--- src/rtl/hilo_result_unit_pkg.sv ---
// Shared definitions for the HI/LO result unit: FSM encoding, producer
// indices and the default watchdog limit.
package hilo_result_unit_pkg;

    typedef enum logic {
        ST_IDLE = 1'b0,
        ST_WAIT = 1'b1
    } state_e;

    localparam int SRC_DIV         = 0;
    localparam int SRC_MULT        = 1;
    localparam int TIMEOUT_DEFAULT = 64;

endpackage

--- src/rtl/result_select_mux.sv ---
// Indexed selector that picks one producer's done flag and HI/LO results
// out of the packed source buses.
module result_select_mux #(
    parameter int W    = 32,
    parameter int NSRC = 2,
    parameter int SELW = $clog2(NSRC)
) (
    input  logic [SELW-1:0]   sel,
    input  logic [NSRC-1:0]   src_done,
    input  logic [NSRC*W-1:0] src_hi,
    input  logic [NSRC*W-1:0] src_lo,
    output logic              done,
    output logic [W-1:0]      hi,
    output logic [W-1:0]      lo
);

    // Out-of-range selects resolve to zero with no done.
    always_comb begin
        done = 1'b0;
        hi   = '0;
        lo   = '0;
        for (int i = 0; i < NSRC; i++) begin
            if (int'(sel) == i) begin
                done = src_done[i];
                hi   = src_hi[i*W +: W];
                lo   = src_lo[i*W +: W];
            end
        end
    end

endmodule

--- src/rtl/hilo_result_unit.sv ---
// HI/LO register owner: waits for one multi-cycle producer at a time,
// handles mthi/mtlo, abort and a watchdog that flags a sticky error.
//
// state   | meaning
// --------+--------------------------------------------------------
// ST_IDLE | no operation in flight; mthi/mtlo and start accepted
// ST_WAIT | awaiting done from the latched source; counter running
module hilo_result_unit
    import hilo_result_unit_pkg::*;
#(
    parameter int W       = 32,
    parameter int NSRC    = 2,
    parameter int SELW    = $clog2(NSRC),
    parameter int TIMEOUT = TIMEOUT_DEFAULT,
    parameter int CNTW    = $clog2(TIMEOUT + 1)
) (
    input  logic              clk,
    input  logic              reset_n,
    input  logic              start,
    input  logic [SELW-1:0]   src_sel,
    input  logic              abort,
    input  logic [NSRC-1:0]   src_done,
    input  logic [NSRC*W-1:0] src_hi,
    input  logic [NSRC*W-1:0] src_lo,
    input  logic              mthi_we,
    input  logic              mtlo_we,
    input  logic [W-1:0]      mt_data,
    output logic [W-1:0]      hi_out,
    output logic [W-1:0]      lo_out,
    output logic              busy,
    output logic [CNTW-1:0]   last_lat,
    output logic              err
);

    localparam logic [CNTW-1:0] TIMEOUT_C = CNTW'(TIMEOUT);

    state_e            state_q, state_d;
    logic [SELW-1:0]   sel_q, sel_d;
    logic [CNTW-1:0]   cnt_q, cnt_d;
    logic [W-1:0]      hi_q, hi_d;
    logic [W-1:0]      lo_q, lo_d;
    logic [CNTW-1:0]   last_lat_q, last_lat_d;
    logic              err_q, err_d;
    logic              busy_q, busy_d;

    logic              sel_done;
    logic [W-1:0]      sel_hi;
    logic [W-1:0]      sel_lo;
    logic [CNTW-1:0]   cnt_inc;
    logic              sel_ok;
    logic              in_idle;
    logic              accept;
    logic              fin_abort;
    logic              fin_done;
    logic              fin_tmo;

    result_select_mux #(
        .W    (W),
        .NSRC (NSRC),
        .SELW (SELW)
    ) u_mux (
        .sel      (sel_q),
        .src_done (src_done),
        .src_hi   (src_hi),
        .src_lo   (src_lo),
        .done     (sel_done),
        .hi       (sel_hi),
        .lo       (sel_lo)
    );

    // Abort outranks done, which outranks the watchdog.
    assign cnt_inc   = cnt_q + 1'b1;
    assign sel_ok    = int'(src_sel) < NSRC;
    assign in_idle   = (state_q == ST_IDLE);
    assign accept    = in_idle && start && sel_ok;
    assign fin_abort = !in_idle && abort;
    assign fin_done  = !in_idle && !abort && sel_done;
    assign fin_tmo   = !in_idle && !abort && !sel_done && (cnt_inc == TIMEOUT_C);

    always_ff @(posedge clk or negedge reset_n) begin
        if (!reset_n) begin
            state_q <= ST_IDLE;
        end else begin
            state_q <= state_d;
        end
    end

    always_comb begin
        state_d = state_q;
        case (state_q)
            ST_IDLE: if (accept) state_d = ST_WAIT;
            ST_WAIT: if (fin_abort || fin_done || fin_tmo) state_d = ST_IDLE;
            default: state_d = ST_IDLE;
        endcase
    end

    always_comb begin
        busy_d = (state_d == ST_WAIT);
    end

    always_comb begin
        sel_d      = sel_q;
        cnt_d      = cnt_q;
        hi_d       = hi_q;
        lo_d       = lo_q;
        last_lat_d = last_lat_q;
        err_d      = err_q;
        if (in_idle) begin
            if (mthi_we) hi_d = mt_data;
            if (mtlo_we) lo_d = mt_data;
            if (start && !sel_ok) err_d = 1'b1;
            if (accept) begin
                sel_d = src_sel;
                cnt_d = '0;
            end
        end else if (fin_done) begin
            hi_d       = sel_hi;
            lo_d       = sel_lo;
            last_lat_d = cnt_inc;
        end else if (fin_tmo) begin
            err_d = 1'b1;
        end else if (!fin_abort) begin
            cnt_d = cnt_inc;
        end
    end

    always_ff @(posedge clk or negedge reset_n) begin
        if (!reset_n) begin
            sel_q      <= '0;
            cnt_q      <= '0;
            hi_q       <= '0;
            lo_q       <= '0;
            last_lat_q <= '0;
            err_q      <= 1'b0;
            busy_q     <= 1'b0;
        end else begin
            sel_q      <= sel_d;
            cnt_q      <= cnt_d;
            hi_q       <= hi_d;
            lo_q       <= lo_d;
            last_lat_q <= last_lat_d;
            err_q      <= err_d;
            busy_q     <= busy_d;
        end
    end

    assign hi_out   = hi_q;
    assign lo_out   = lo_q;
    assign busy     = busy_q;
    assign last_lat = last_lat_q;
    assign err      = err_q;

endmodule

--- config.mk ---
export PLATFORM = sky130hd
export DESIGN_NAME = hilo_result_unit
export DESIGN_NICKNAME = d
export VERILOG_FILES = /design/src/rtl/hilo_result_unit_pkg.sv /design/src/rtl/result_select_mux.sv /design/src/rtl/hilo_result_unit.sv
export SDC_FILE = /design/constraint.sdc
export NUM_CORES = 1
export LEC_CHECK = 0
export CORE_ASPECT_RATIO = 0.6
export CORE_MARGIN = 2
export CORE_UTILIZATION = 39
export DETAILED_ROUTE_END_ITERATION = 10
export GPL_TIMING_DRIVEN = 0
export PLACE_DENSITY_LB_ADDON = 0.25
export SYNTH_ARGS = -nofsm -noshare
export SYNTH_HDL_FRONTEND = slang
export SYNTH_SLANG_ARGS = --single-unit
--- constraint.sdc ---
create_clock -name clk -period 2.5 [get_ports clk]
set_input_delay 0.5 -clock clk [delete_from_list [all_inputs] [get_ports clk]]
set_output_delay 0.5 -clock clk [all_outputs]
set_load 0.05 [all_outputs]
==> reports/results.ini, run 1 <==
[outcome]
run_status = completed

[sta]
min_period_over_period_pct = 88.6
layout_min_cycle_time_ns = 2.21
final-hold-violation-count = 0
clock-skew-final_ns = 0.00731
timing_max_transition_violations_final = 0
slew_headroom_pct = 52.9
max_slew.worst_pin.slew_ns = 0.707
setup_repair_after_global_routing_missed_its_margin = false
final-setup-viol-count = 0
timing.fmax_mhz = 452

[layout]
final.fill_count = 842
finalNonFillerCells = 797
num-nets-final = 825
post_route_cells_drive_above_1_share_pct = 6.99
finish.instance_area_sq_um = 7260
insertedDiodeCount = 0
area.growth.synth_to_final_pct = 66.6

[critical_path]
endpoint_kind = flop
arr_time_crit_path_ns = 2.42
timing.critical_path.from_type = input port
worst-endpoint-required_ns = 2.71
worst-setup-path-type = in -> reg
critical_path_fanout_max = 10

[clocking]
post-cts-setup-buffers = 0
h_tree_levels = 3
insertion_delay_ns = 0.33
cts_hold_buf = 0
num_cts_buffers = 9
clock-sinks = 81
clk_pin_slew_worst_paths_ns = 0.06
cts-resized-gates = 0
clk_root_buffer_cell = sky130_fd_sc_hd__clkbuf_16
tritoncts = done
cts_max_path_buffers = 2

[synthesis]
ys_top_cells_by_area = sky130_fd_sc_hd__dfrtp_1 (46%), sky130_fd_sc_hd__mux2i_1 (15%), sky130_fd_sc_hd__a21o_1 (11%), sky130_fd_sc_hd__a211oi_1 (11%), sky130_fd_sc_hd__nor2_1 (3.4%)
most_instantiated_flip_flop_cell_in_the_synthesis_netlist = sky130_fd_sc_hd__dfrtp_1
post_synth_edffs = 0
syn_inst = 401
postSynth.asyncResetShare_pct = 100
mapped_area_sq_um = 4360
netlist.top_cell.by_area = sky130_fd_sc_hd__dfrtp_1
synth_top_area_share_pct = 46.5
synth_cell_type_count = 37
synth.avg_cell_area_sq_um = 10.9
synth_sequential_area_ratio_pct = 46.5
mappedNetlistNets = 572
yosysWarningCount = 0
yosys_register_bits = 81

[drt]
num_vias = 4212
firstDrtPassIters = 4
route.final.wire_length_mm = 15.0
wl_per_cell_microns = 18.8
routed_vias_inst = 5.28
detail_route.iter0.violations = 175
drt.antenna.violating_nets = 0
route.detailed.drc = 0

[global_route]
initial_antenna_violation_count = 0
residual_overflow_from_global_routing = 0
maximum_number_of_pins_on_one_net_before_global_route_repair = 44
first_global_vias = 4424
gr-usage-all-layers_pct = 25.0
grt_first_pass_wirelength_mm = 23.3

[power]
leakage_power_of_the_design_nw = 3.27
vdd.ir_drop.worst_mv = 0.514
p_per_area_nw_per_um2 = 910
report.power.total_mw = 6.61

[die]
start_util_pct = 40.6
top_level_ports = 242
fp-row-count = 29
core_region_area_sq_um = 10700
die_height_microns = 85.9
die_width_microns = 140
dieArea_sq_um = 12100

[worst_hold_path]
path_category_of_the_worst_min_delay_check = in -> async

[place]
finalWeightedCongestion = 0.919
io_buffers = 241
place_area_sq_um = 6960
dp_hpwl_mm = 11.8
placed_cells_incl_taps = 782

[flow_run]
timing.max_cap.violations = 0

sequential cells by signal, summed over array words and instances, names as in the netlist:
register  count
hi_out       32
lo_out       32
cnt_q         7
last_lat      7
busy          1
err           1
sel_q         1
power breakdown:
| part | internal [mW] | switching (mW) | leakage [nW] |
|---|---|---|---|
| registers | 1.67 | 0.224 | 0.991 |
| clock network | 0.823 | 0.490 | 0.142 |
| logic | 1.28 | 2.12 | 2.14 |
| total | 3.77 | 2.83 | 3.27 |
worst max-delay path: stages:
cell	delay (ns)
sky130_fd_sc_hd__clkdlybuf4s50_1	0.45
sky130_fd_sc_hd__mux2i_4	0.19
sky130_fd_sc_hd__nor3_4	0.08
sky130_fd_sc_hd__a21oi_2	0.53
sky130_fd_sc_hd__buf_2	0.39
sky130_fd_sc_hd__a211oi_1	0.09
sky130_fd_sc_hd__a21o_1	0.20
synthesized netlist by cell type (2+ instances only):
cell type and count:
sky130_fd_sc_hd__a211oi_1 64, sky130_fd_sc_hd__a21o_1 66, sky130_fd_sc_hd__a21oi_1 6, sky130_fd_sc_hd__a21oi_2 2
sky130_fd_sc_hd__a31oi_1 2, sky130_fd_sc_hd__buf_2 17, sky130_fd_sc_hd__clkbuf_1 15, sky130_fd_sc_hd__dfrtp_1 81
sky130_fd_sc_hd__ha_1 2, sky130_fd_sc_hd__inv_1 2, sky130_fd_sc_hd__mux2i_1 65, sky130_fd_sc_hd__nand2_1 12
sky130_fd_sc_hd__nor2_1 39, sky130_fd_sc_hd__nor2_4 2, sky130_fd_sc_hd__o21ai_0 2, sky130_fd_sc_hd__o2bb2ai_1 2
sky130_fd_sc_hd__xnor2_1 2
cell families (layout without fill, tap and decap cells):
| family | Yosys count | after routing | synth area share [%] |
|---|---|---|---|
| AO/OA/AOI/OAI | 147 | 147 | 25.3 |
| XOR/XNOR | 4 | 4 | 0.976 |
| adder cells (fa/ha/maj) | 2 | 2 | 0.574 |
| buffers and inverters | 35 | 292 | 3.50 |
| flip-flops | 81 | 81 | 46.5 |
| multiplexers | 68 | 68 | 16.0 |
| AND/OR/NAND/NOR | 64 | 64 | 7.06 |
final cells by class:
cell class	count	area, sq um	area share [%]
Tap cell	139	174	2.40
Multi-Input combinational cell	285	2180	30.0
Clock inverter	2	37.5	0.517
Clock buffer	13	260	3.58
Timing Repair Buffer	242	2430	33.5
Sequential cell	81	2030	27.9
Buffer	32	141	1.95
Inverter	3	11.3	0.155
per-layer routing:
| layer | up-vias | wire length (microns) | GRT usage (%) |
|---|---|---|---|
| met1 | 2005 | 6360 | 31.4 |
| met4 | 0 | 187 | 5.18 |
| li1 | 2004 | - | - |
| met5 | - | 0 | 0 |
| met2 | 187 | 7000 | 42.5 |
| met3 | 16 | 1440 | 8.82 |
final timing paths:
kind / startpoint / endpoint / slack [ns] / cells past startpoint
max reg2reg: busy$_DFF_PN0_ / lo_out[31]$_DFFE_PN0P_ / 0.37 / 5
max in group asynchronous: reset_n / lo_out[4]$_DFFE_PN0P_ / 1.72 / 2
min reg2reg: hi_out[6]$_DFFE_PN0P_ / hi_out[6]$_DFFE_PN0P_ / 0.47 / 1
min: reset_n / lo_out[22]$_DFFE_PN0P_ / 0.16 / 1
max: src_done[1] / hi_out[9]$_DFFE_PN0P_ / 0.29 / 7
min in group clk: hi_out[6]$_DFFE_PN0P_ / hi_out[6]$_DFFE_PN0P_ / 0.47 / 1
stage by stage:
step	utilization (%)	TNS (ns)	setup WS (ns)	hold slack (ns)
after detailed placement	64.8	-0.542	-0.0560	0.465
after global routing	67.6	0	0.208	0.200
after global placement	64.7	-162.44	-2.01	0.459
after floorplan	-	0	0.640	0.204
final	67.6	0	0.286	0.161
after CTS	67.6	0	0.287	0.183
cells in the final DEF (no fill, tap or decap), types with 2 or more instances in the layout:
cell type | synthesis | routed
sky130_fd_sc_hd__clkbuf_8 | 0 | 2
sky130_fd_sc_hd__mux2i_1 | 65 | 65
sky130_fd_sc_hd__a31oi_1 | 2 | 2
sky130_fd_sc_hd__o21ai_0 | 2 | 2
sky130_fd_sc_hd__a21oi_1 | 6 | 6
sky130_fd_sc_hd__clkbuf_16 | 0 | 9
sky130_fd_sc_hd__inv_1 | 2 | 2
sky130_fd_sc_hd__dfrtp_1 | 81 | 81
sky130_fd_sc_hd__nor2_4 | 2 | 2
sky130_fd_sc_hd__a211oi_1 | 64 | 64
sky130_fd_sc_hd__o2bb2ai_1 | 2 | 2
sky130_fd_sc_hd__a21oi_2 | 2 | 2
sky130_fd_sc_hd__nand2_1 | 12 | 12
sky130_fd_sc_hd__xnor2_1 | 2 | 2
sky130_fd_sc_hd__clkbuf_1 | 15 | 17
sky130_fd_sc_hd__buf_2 | 17 | 17
sky130_fd_sc_hd__ha_1 | 2 | 2
sky130_fd_sc_hd__nor2_1 | 39 | 39
sky130_fd_sc_hd__a21o_1 | 66 | 66
sky130_fd_sc_hd__clkdlybuf4s50_1 | 0 | 240
(Power assumes the default switching activity.)
==> run 2: changes to the inputs <==
--- a/config.mk
+++ b/config.mk
@@ -10,7 +10,7 @@
 export CORE_UTILIZATION = 39
 export DETAILED_ROUTE_END_ITERATION = 10
 export GPL_TIMING_DRIVEN = 0
-export PLACE_DENSITY_LB_ADDON = 0.25
+export PLACE_DENSITY = 0.81
 export SYNTH_ARGS = -nofsm -noshare
 export SYNTH_HDL_FRONTEND = slang
 export SYNTH_SLANG_ARGS = --single-unit
==> reports/results.ini, run 2 (synthesis gave the netlist of run 1 again) <==
[flow_run]
timing.max_cap.violations = 0

[sta]
layout_min_cycle_time_ns = 2.27
final-setup-viol-count = 0
tns_ns = 0
slew_headroom_pct = 50.6
max_slew.worst_pin.slew_ns = 0.740
timing_max_transition_violations_final = 0
setup_repair_after_global_routing_missed_its_margin = false
final-hold-violation-count = 0
timing.fmax_mhz = 440
clock-skew-final_ns = 0.00410
min_period_over_period_pct = 90.9
timing.hold.ws_ns = 0.148

[drt]
num_vias = 4348
drt.antenna.violating_nets = 0
firstDrtPassIters = 4
routed_vias_inst = 5.46
route.final.wire_length_mm = 15.9
route.detailed.drc = 0
detail_route.iter0.violations = 152
wl_per_cell_microns = 19.9

[place]
placed_cells_incl_taps = 782
io_buffers = 241
dp_hpwl_mm = 12.5
place_area_sq_um = 6970
finalWeightedCongestion = 0.852

[clocking]
clock-sinks = 81
tritoncts = done
num_cts_buffers = 9
post-cts-setup-buffers = 0
cts-resized-gates = 0
clk_root_buffer_cell = sky130_fd_sc_hd__clkbuf_16
cts_max_path_buffers = 2
cts_hold_buf = 0
h_tree_levels = 3
insertion_delay_ns = 0.32
clk_pin_slew_worst_paths_ns = 0.06

[critical_path]
cp_slowest_cell = sky130_fd_sc_hd__a21oi_2
arr_time_crit_path_ns = 2.49
regToRegSetupSlack_ns = 0.28
worst_r2r_path_depth = 7
critical_path_fanout_max = 10
worst-endpoint-required_ns = 2.72
cp_num_buf_inv = 2
endpoint_kind = flop
rr_endpoint = hi_out[27]$_DFFE_PN0P_
worst_r2r_startpoint = sel_q$_DFFE_PN0P_
timing.critical_path.from_type = input port
cp_num_cells = 7
cpLargestDelayFamily = compound AO/OA/AOI/OAI gates
crit_chain = clkdlybuf4s50_1, mux2i_4, nor3_4, a21oi_2, buf_2, a211oi_1, a21o_1
crit_path_max_incr_delay_ns = 0.56
worst-setup-path-type = in -> reg

[die]
fp-row-count = 29
dieArea_sq_um = 12100
die_width_microns = 140
core_region_area_sq_um = 10700
top_level_ports = 242
die_height_microns = 85.9
start_util_pct = 40.6

[layout]
commonest_cells_after_routing_fill_and_taps_aside = sky130_fd_sc_hd__clkdlybuf4s50_1 (240), sky130_fd_sc_hd__dfrtp_1 (81), sky130_fd_sc_hd__a21o_1 (66)
final.fill_count = 839
mostFrequentLayoutCell = sky130_fd_sc_hd__clkdlybuf4s50_1
finish.instance_area_sq_um = 7290
insertedDiodeCount = 0
post_route_cells_drive_above_1_share_pct = 7.15
area.growth.synth_to_final_pct = 67.2
finalNonFillerCells = 796
num-nets-final = 825

[power]
report.power.total_mw = 6.72
share_clk_of_total_power_pct = 21.0
leakage_power_of_the_design_nw = 3.29
vdd.ir_drop.worst_mv = 0.586
internal_pwr_total_mw = 3.87
switching_share_pct = 42.5
seqPwrFrac_pct = 28.3
share_comb_of_total_power_pct = 50.7
p_per_area_nw_per_um2 = 922
total_switching_power_mw = 2.85

[global_route]
grt_first_pass_wirelength_mm = 24.7
residual_overflow_from_global_routing = 0
first_global_vias = 4685
maximum_number_of_pins_on_one_net_before_global_route_repair = 45
gr-usage-all-layers_pct = 26.4
initial_antenna_violation_count = 0

[outcome]
run_status = completed

[worst_hold_path]
path_category_of_the_worst_min_delay_check = in -> async

-- run 2: worst max path at each step --
| stage | end | startpoint | slack, ns |
|---|---|---|---|
| after detailed placement | hi_out[30]$_DFFE_PN0P_ | src_done[0] | -0.09 |
| final | hi_out[27]$_DFFE_PN0P_ | src_done[0] | 0.23 |
| after global routing | hi_out[27]$_DFFE_PN0P_ | src_done[0] | 0.15 |
| after floorplan | cnt_q[0]$_DFFE_PN0P_ | cnt_q[0]$_DFFE_PN0P_ | 0.64 |
| after global placement | lo_out[2]$_DFFE_PN0P_ | reset_n | -1.98 |
| after CTS | hi_out[30]$_DFFE_PN0P_ | src_done[0] | 0.26 |
-- run 2: worst register-to-register path: cells and delay by family, from the launching register on --
family | cells | cell delay, ns
flops | 1 | 0.33
compound gates | 3 | 0.88
mux | 1 | 0.27
buf+inv | 2 | 0.56
simple gates | 1 | 0.08
-- run 2: routing by layer --
layer | wire length (microns) | track usage (%) | up-vias
li1 | - | - | 1998
met1 | 6600 | 33.0 | 2157
met3 | 1310 | 7.31 | 17
met2 | 7790 | 46.5 | 176
met5 | 0 | 0 | -
met4 | 155 | 5.73 | 0
-- run 2: power by group through the flow --
stage | combinational (mW) | sequential, mW | clock [mW]
final | 3.41 | 1.90 | 1.41
after global routing | 3.56 | 1.94 | 1.49
after CTS | 3.43 | 1.90 | 1.43
after detailed placement | 3.41 | 1.91 | 0
after global placement | 3.36 | 1.89 | 0
after floorplan | 0.829 | 3.14 | 0
-- run 2: through the flow --
stage / setup WS [ns] / util [%]
floorplan: 0.640 / -
global placement: -1.98 / 64.7
detailed placement: -0.0890 / 64.9
CTS: 0.260 / 67.9
global route: 0.153 / 67.9
finish: 0.227 / 67.9
-- run 2: final cells by class --
class	count	area (sq um)	area share, %
timing repair buffer	242	2440	33.4
clock buffer	11	253	3.47
sequential	81	2030	27.8
tap	139	174	2.39
buffer	32	141	1.94
inverter	3	11.3	0.155
clock inverter	3	65.1	0.893
multi-input combinational	285	2180	29.9
==> run 3: changes to the inputs <==
--- a/config.mk
+++ b/config.mk
@@ -5,6 +5,7 @@
 export SDC_FILE = /design/constraint.sdc
 export NUM_CORES = 1
 export LEC_CHECK = 0
+export CAP_MARGIN = 10
 export CORE_ASPECT_RATIO = 0.6
 export CORE_MARGIN = 2
 export CORE_UTILIZATION = 39
==> results of run 3 <==
The final DEF is identical to that of run 2; final timing and power are the same.
